File: config.mk
export PLATFORM = sky130hd
export DESIGN_NAME = quad_decoder
export DESIGN_NICKNAME = d
export VERILOG_FILES = /design/src/rtl/quad_pkg.sv /design/src/rtl/quad_sync_filter.sv /design/src/rtl/quad_decoder.sv
export SDC_FILE = /design/constraint.sdc
export NUM_CORES = 1
export LEC_CHECK = 0
export BUFFER_PORTS_ARGS = -buffer_cell sky130_fd_sc_hd__buf_4
export CAP_MARGIN = 5
export CORE_MARGIN = 1.5
export CORE_UTILIZATION = 51
export DETAILED_ROUTE_END_ITERATION = 12
export GPL_TIMING_DRIVEN = 0
export PLACE_DENSITY = 0.73
export SYNTH_ARGS = -nofsm -noshare
export SYNTH_HDL_FRONTEND = slang
export SYNTH_SLANG_ARGS = --single-unit
File: constraint.sdc
create_clock -name clk -period 2.64 [get_ports clk]
set_input_delay 0.264 -clock clk [delete_from_list [all_inputs] [get_ports clk]]
set_output_delay 0.264 -clock clk [all_outputs]
set_load 0.02 [all_outputs]
File: src/rtl/quad_pkg.sv
// Shared encodings and step decode for the quadrature decoder.
// Phase pairs are written {A,B}; the forward (up) Gray order is 00 -> 10 -> 11 -> 01.
package quad_pkg;

  localparam logic [1:0] PH_00 = 2'b00;
  localparam logic [1:0] PH_10 = 2'b10;
  localparam logic [1:0] PH_11 = 2'b11;
  localparam logic [1:0] PH_01 = 2'b01;

  typedef struct packed {
    logic valid;
    logic up;
    logic illegal;
  } step_t;

  typedef enum logic {
    ST_PRIME,
    ST_RUN
  } prime_state_t;

  function automatic logic [1:0] next_fwd(input logic [1:0] ph);
    case (ph)
      PH_00:   return PH_10;
      PH_10:   return PH_11;
      PH_11:   return PH_01;
      default: return PH_00;
    endcase
  endfunction

  function automatic logic [1:0] next_rev(input logic [1:0] ph);
    case (ph)
      PH_00:   return PH_01;
      PH_01:   return PH_11;
      PH_11:   return PH_10;
      default: return PH_00;
    endcase
  endfunction

  // Any change that is neither a forward nor a reverse neighbour flips both
  // phases at once and cannot be attributed to a direction.
  function automatic step_t decode_step(input logic [1:0] prev, input logic [1:0] cur);
    step_t r;
    r = '0;
    if (cur == prev) begin
      r = '0;
    end else if (cur == next_fwd(prev)) begin
      r.valid = 1'b1;
      r.up    = 1'b1;
    end else if (cur == next_rev(prev)) begin
      r.valid = 1'b1;
    end else begin
      r.illegal = 1'b1;
    end
    return r;
  endfunction

endpackage

File: src/rtl/quad_sync_filter.sv
// Per-phase 2-FF synchronizer with an optional persistence filter.
// Filter is built only when QUAD_FILTER_EN is defined; o_valid marks real data after reset.
module quad_sync_filter #(
  parameter int FILT_LEN = 4
) (
  input  logic clk,
  input  logic rst,
  input  logic i_in,
  output logic o_out,
  output logic o_valid
);

  logic       r_meta;
  logic       r_sync;
  logic [1:0] r_vld_pipe;

  // NOTE: sequential state uses non-blocking assignments so every flop samples
  // the pre-edge value of its neighbours, regardless of statement order.
  always_ff @(posedge clk) begin
    if (rst) begin
      r_meta     <= 1'b0;
      r_sync     <= 1'b0;
      r_vld_pipe <= 2'b00;
    end else begin
      r_meta     <= i_in;
      r_sync     <= r_meta;
      r_vld_pipe <= {r_vld_pipe[0], 1'b1};
    end
  end

`ifdef QUAD_FILTER_EN
  localparam int CW = ($clog2(FILT_LEN) > 0) ? $clog2(FILT_LEN) : 1;

  logic          r_filt;
  logic          r_filt_vld;
  logic [CW-1:0] r_cnt;

  // The first real sample seeds the filter so a level held through reset is
  // not reported later as a transition.
  always_ff @(posedge clk) begin
    if (rst) begin
      r_filt     <= 1'b0;
      r_filt_vld <= 1'b0;
      r_cnt      <= '0;
    end else if (!r_filt_vld) begin
      r_cnt <= '0;
      if (r_vld_pipe[1]) begin
        r_filt     <= r_sync;
        r_filt_vld <= 1'b1;
      end
    end else if (r_sync == r_filt) begin
      r_cnt <= '0;
    end else if (r_cnt == CW'(FILT_LEN - 1)) begin
      r_filt <= r_sync;
      r_cnt  <= '0;
    end else begin
      r_cnt <= r_cnt + CW'(1);
    end
  end

  assign o_out   = r_filt;
  assign o_valid = r_filt_vld;
`else
  // Unfiltered build: the length parameter has no hardware to size.
  if (FILT_LEN < 1) begin : g_filt_len_unused
  end

  assign o_out   = r_sync;
  assign o_valid = r_vld_pipe[1];
`endif

endmodule

File: src/rtl/quad_decoder.sv
// Quadrature decoder: step strobe + direction, saturating position, illegal-step flags.
// Define QUAD_FILTER_EN to insert a FILT_LEN-sample glitch filter after the synchronizers.
module quad_decoder
  import quad_pkg::*;
#(
  parameter int WIDTH    = 8,
  parameter int FILT_LEN = 4
) (
  input  logic             clk,
  input  logic             rst,
  input  logic             a_in,
  input  logic             b_in,
  input  logic             clr,
  output logic             en,
  output logic             up,
  output logic [WIDTH-1:0] pos,
  output logic             err,
  output logic             err_sticky
);

  localparam logic [WIDTH-1:0] POS_MAX = '1;

  logic       w_a;
  logic       w_b;
  logic       w_a_vld;
  logic       w_b_vld;
  logic [1:0] w_s;
  step_t      w_step;

  prime_state_t     r_state;
  logic [1:0]       r_prev;
  logic             r_en;
  logic             r_up;
  logic             r_err;
  logic             r_err_sticky;
  logic [WIDTH-1:0] r_pos;

  quad_sync_filter #(.FILT_LEN(FILT_LEN)) u_sync_a (
    .clk     (clk),
    .rst     (rst),
    .i_in    (a_in),
    .o_out   (w_a),
    .o_valid (w_a_vld)
  );

  quad_sync_filter #(.FILT_LEN(FILT_LEN)) u_sync_b (
    .clk     (clk),
    .rst     (rst),
    .i_in    (b_in),
    .o_out   (w_b),
    .o_valid (w_b_vld)
  );

  assign w_s    = {w_a, w_b};
  assign w_step = decode_step(r_prev, w_s);

  // Priming waits until the synchronizers carry real samples, so the zeros
  // they hold out of reset are never compared against the true pin levels.
  always_ff @(posedge clk) begin
    if (rst) begin
      r_state      <= ST_PRIME;
      r_prev       <= PH_00;
      r_en         <= 1'b0;
      r_up         <= 1'b0;
      r_err        <= 1'b0;
      r_err_sticky <= 1'b0;
      r_pos        <= '0;
    end else begin
      r_en   <= 1'b0;
      r_err  <= 1'b0;
      r_prev <= w_s;

      case (r_state)
        ST_PRIME: begin
          if (w_a_vld && w_b_vld) r_state <= ST_RUN;
        end
        ST_RUN: begin
          if (w_step.valid) begin
            r_en <= 1'b1;
            r_up <= w_step.up;
          end
          if (w_step.illegal) r_err <= 1'b1;
        end
        default: r_state <= ST_PRIME;
      endcase

      // Clear beats any same-edge step or error for the held state only;
      // the strobes above still report what the pins did.
      if (clr) begin
        r_pos        <= '0;
        r_err_sticky <= 1'b0;
      end else if (r_state == ST_RUN) begin
        if (w_step.valid) begin
          if (w_step.up && (r_pos != POS_MAX)) r_pos <= r_pos + WIDTH'(1);
          else if (!w_step.up && (r_pos != '0)) r_pos <= r_pos - WIDTH'(1);
        end
        if (w_step.illegal) r_err_sticky <= 1'b1;
      end
    end
  end

  assign en         = r_en;
  assign up         = r_up;
  assign err        = r_err;
  assign err_sticky = r_err_sticky;
  assign pos        = r_pos;

endmodule
* Word-level counts from Yosys, hierarchy flattened
Cells that the tools add are included.
** Word-level totals
- Input bits :: 5
- Register bits after elaboration :: 23
- Output and inout bits :: 12
- Word-level logic and storage cells :: 56
** Cells by class
- Mux-type cells :: 19
- Add/subtract/negate cells :: 2
- Reduce and logical (&&, ||, !) cells :: 12
- Equality and inequality tests :: 7
- Bitwise operators :: 1
** Operators with widths (count)
- 8-bit two-way mux :: 2
- 2-bit one-hot mux with 3 select lines :: 2
- 1-bit two-way mux :: 11
- 8-bit by 1-bit adder with 8-bit output, second input constant :: 1
- 8-bit != test, second input constant :: 1
- 8-bit nonzero test :: 1
- 8-bit by 1-bit subtractor with 8-bit output, second input constant :: 1
- 2-bit equality test :: 3
- 2-bit two-way mux :: 3
- 2-bit equality test, second input constant :: 2
- 2-bit AND reduction :: 2
- 2-bit OR reduction :: 2
- 1-bit logical AND :: 3
- 3-bit two-way mux :: 1
- 3-bit AND reduction :: 1
- 2-bit by 1-bit equality test with 1-bit output, second input constant :: 1
- 2-bit logical NOT :: 1
- 2-bit nonzero test :: 1
- 1-bit logical NOT :: 1
- 1-bit inverter :: 1

* Depth between registers and ports, before layout
- Depth in word-level cells :: 14
- Depth in mapped cells :: 11
- Depth with buffers taken out :: 10

* Cells and area by module
A second synthesis with hierarchy kept.
** Second synthesis, totals
- Cells, all modules :: 136
- Area, all modules :: 1182.4 µm²
** Modules (own cells, without submodules)
- quad_decoder :: sequential area each 300.3 µm², cells each 120, area an instance 977.2 µm², instances 1
- quad_sync_filter :: sequential area each 80.1 µm², cells each 8, area an instance 102.6 µm², instances 2

* Worst setup path after synthesis
No wires, ideal clock.
- Path kind :: flip-flop to flip-flop
- From :: reg r_pos[2] (netlist: pos[2])
- To :: reg r_pos[4] (netlist: pos[4])
- Setup slack :: 248 ps
- Stages on the path, launching flop included :: 12
- Path buffers :: 1
- Data required time :: 2516 ps
- Setup time :: 124 ps
- Period minus slack after synthesis :: 2392 ps
- Arrival :: 2268 ps
- Cells stage by stage :: dfxtp_1 buf_2 nand4_1 o211ai_4 xor2_1 ha_1 or3_1 a21oi_1 mux2i_1 nor3_2 xnor2_1 nor2_1
** Between the ends
- Cells in the longest elaborated chain, start to end :: 4
- Elaborated cells on any way between the ends :: 10
- Classes of those cells :: add/sub (2); eq/ne (1); mux (2); reduce/logical (5)
** RTL lines
- start, declared :: line quad_decoder.sv:36 : logic [WIDTH-1:0] r_pos;
- start signal, assigned :: line quad_decoder.sv:94 : if (w_step.up && (r_pos != POS_MAX)) r_pos <= r_pos + WIDTH'(1);
- start signal, assigned :: line quad_decoder.sv:95 : else if (!w_step.up && (r_pos != '0)) r_pos <= r_pos - WIDTH'(1);
- branches (longest 4 deep; another with 8-bit by 1-bit subtractor with 8-bit output)
Several ways; the timed one is not identified. The select of a mux whose other input is x is not followed.
A chain may end at the register's enable or synchronous reset.

* Worst setup path in the final report
- From :: reg r_pos[1] (netlist: pos[1])
- To :: reg r_pos[7] (netlist: pos[7])
The elaborated chain is that of the path after synthesis.

==> results.toml <==
[setup_path]
cp.required_ns = 2.89
cp_max_fo = 9
reg2reg_depth = 11
cp.arrival_ns = 2.68
setup.worst_path.end_class = "flop"
critPathSlowestCell = "dfxtp_1"
max_stage_delay_ns = 0.34
worstSetupPathType = "reg -> reg"
cp_common_cell = "mux2i_1"
crit_chain = "buf_2 -> nand4_1 -> o211ai_4 -> buf_4 -> ha_1 -> o31a_1 -> o22ai_1 -> a21oi_1 -> o21ai_1 -> mux2i_1 -> mux2i_1"
worst_setup_path_start_kind = "flop"

[clock_tree]
numCtsBuffers = 3
clockBufferDepth = 2
insertion_delay_ns = 0.31
root_buffer = "clkbuf_4"
clkTransAtPathRegs_ns = 0.12
h-tree-depth = 1
cts_tree = "done"
cts_sinks = 21

[logic_synthesis]
async_flop_share_pct = 0
synth_nets = 134
synth_ff_type = "dfxtp_1"
ys_seq_area_share_pct = 37.0
synth_edf_count = 0
synth_common_cells = "dfxtp_1 (21), nor2_1 (19), a21oi_1 (10)"
synth_top_area_cell = "dfxtp_1"
synth_top_area_share_pct = 37.0
synth_area_um2 = 1130
synth.distinct_cells = 37
syn_inst = 125
yosys-top-cells-area = "dfxtp_1 (37%), nor2_1 (6.3%), xnor2_1 (5.4%)"
syn_avg_cell_area_um2 = 9.08
yosys_warnings = 0
ys_ff_latch = 21
yosysMostFrequentCell = "dfxtp_1"

[die]
top_level_ports = 17
die_w_um = 50.2
num_rows = 16
die_y_um = 50.2
start_util_pct = 56.1
die_area_um2 = 2520
core_area_um2 = 2020

[timing]
worst_slack_ns = 0.208
timing.max_slew.rel_slack_pct = 67.4
fin_skew_ns = 0.00554
finalHoldViolCount = 0
drv_slew = 0
tightest_slew_ns = 0.486
setup_tns_ns = 0
post-route-min-period_ns = 2.43
fin_crit_sh_pct = 92.1
fmax_mhz = 411
setup_viol = 0

[detailed_routing]
drt_wl_total_um = 2040
wl_met3_um = 92
wl_met1_um = 1020
met2_length_um = 893
first_iter_violations = 11
drcViolationCount = 0
firstDrtPassIters = 4
vias = 896
antenna_left = 0
wl_per_cell_um = 11.8
viasPerCell = 5.18
top_layer = "met4"

[power_and_ir_drop]
combPwrFrac_pct = 14.2
p_int_uw = 418
power_density_nw_per_um2 = 428
ir_drop_v = 0.000411
p_seq_share_pct = 58.6
p_sw_uw = 152
p_leak_uw = 0.000601
pwr-share-clk_pct = 27.2
swShare_pct = 26.7

[global_routing]
grt_use_total_pct = 18.3
grt_max_degree = 13
antenna_found_initial = 0
grt-ovfl-total = 0
grt_pass1_wl_um = 3530
grt_pass1_vias = 789

[worst_hold_path]
min_path_cells = 2
hold_class = "in -> reg"

[final_layout]
instances_no_fill = 173
nNetsFinal = 156
drive_above_1_share_pct = 26.0
n_antenna_cell = 0
final_core_util_pct = 65.7
syn_to_final_growth_pct = 17.1

[placed_design]
dp.cells = 168
place_ws_ns = 0.144
hpwl_um = 1530
place_congestion = 0.874
io_buffers = 16

[status]
status = "complete, no violations"

[run]
drv_cap = 0
## path summary, 6_finish.rpt
| path | from | slack (ns) | end |
|---|---|---|---|
| worst max register to register | pos[1]$_SDFFE_PP0P_ | 0.21 | pos[7]$_SDFFE_PP0P_ |
| worst min-delay path | rst | 0.14 | r_prev[0]$_SDFF_PP0_ |
| worst min register to register | u_sync_b.r_meta$_SDFF_PP0_ | 0.45 | u_sync_b.o_out$_SDFF_PP0_ |
| worst max-delay path | pos[1]$_SDFFE_PP0P_ | 0.21 | pos[7]$_SDFFE_PP0P_ |
## final cells by class
class / count / area [µm²]
clock inverter: 1 / 5.00
timing repair buffer: 17 / 128
multi-input combinational: 96 / 686
clock buffer: 3 / 22.5
fill: 175 / 693
tap: 27 / 33.8
inverter: 4 / 15.0
sequential: 21 / 422
buffer: 4 / 17.5
## worst max-delay path: cells and delay by family (launching register included)
family	cells	cell delay (ns)
AOI/OAI and AO/OA	5	0.77
muxes	2	0.42
buffers and inverters	2	0.39
DFF	1	0.34
adders and majority gates	1	0.28
and+or+nand+nor	1	0.15
## power groups by stage
stage	Combinational (µW)	Sequential, µW	Clock (µW)
2_1_floorplan	57.4	342	0
3_3_place_gp	78.2	340	0
3_5_place_dp	79.3	341	0
4_1_cts	79.5	334	161
5_1_grt	89.0	335	177
6_report	80.7	333	155
## sequential cells by signal, indices dropped and copies added, names as in the netlist
name,cells
err,1
u_sync_a.o_out,1
u_sync_a.r_meta,1
up,1
r_state,1
en,1
r_prev,2
u_sync_b.r_vld_pipe,1
u_sync_a.r_vld_pipe,1
err_sticky,1
u_sync_b.r_meta,1
u_sync_b.o_out,1
pos,8
## what timing repair did
item | in CTS | in global routing
gates resized for setup | 0 | 2
hold buffers | 0 | 0
setup endpoints to repair | 0 | 2
buffers inserted | 0 | 1
## logic make-up (layout without fill, tap and decap cells)
family	after synthesis	count (layout)	share of synthesized area [%]
buffers and inverters	8	29	2.87
muxes	4	4	3.53
and+or+nand+nor	50	50	24.1
adders and majority gates	4	4	4.41
AOI/OAI and AO/OA	26	26	17.4
xor gates and xnor gates	12	12	10.6
DFF	21	21	37.0
## placed cells by master, fill, tap and decap left out, types with 3 or more instances in the layout
master,instances
ha_1,4
xor2_1,3
nand4_1,3
xnor2_1,7
inv_1,4
nor2_1,19
clkbuf_4,3
nand2_1,8
buf_4,17
dfxtp_1,20
o21ai_0,3
mux2i_1,4
a21oi_1,9
nor2b_1,7
## stage by stage
step,total power [µW],hold WS [ns],area (µm²)
after floorplan,400,0.336,1130
after global placement,418,0.416,1290
after detailed placement,420,0.424,1290
after CTS,574,0.131,1320
after global routing,602,0.125,1330
final,569,0.141,1330
## layer usage
metal	global-route usage, %	vias to the layer above
li1	-	473
met1	25.8	395
met2	27.6	23
met3	3.57	5
met4	6.94	0
met5	0	-
(Power assumes the default switching activity.)
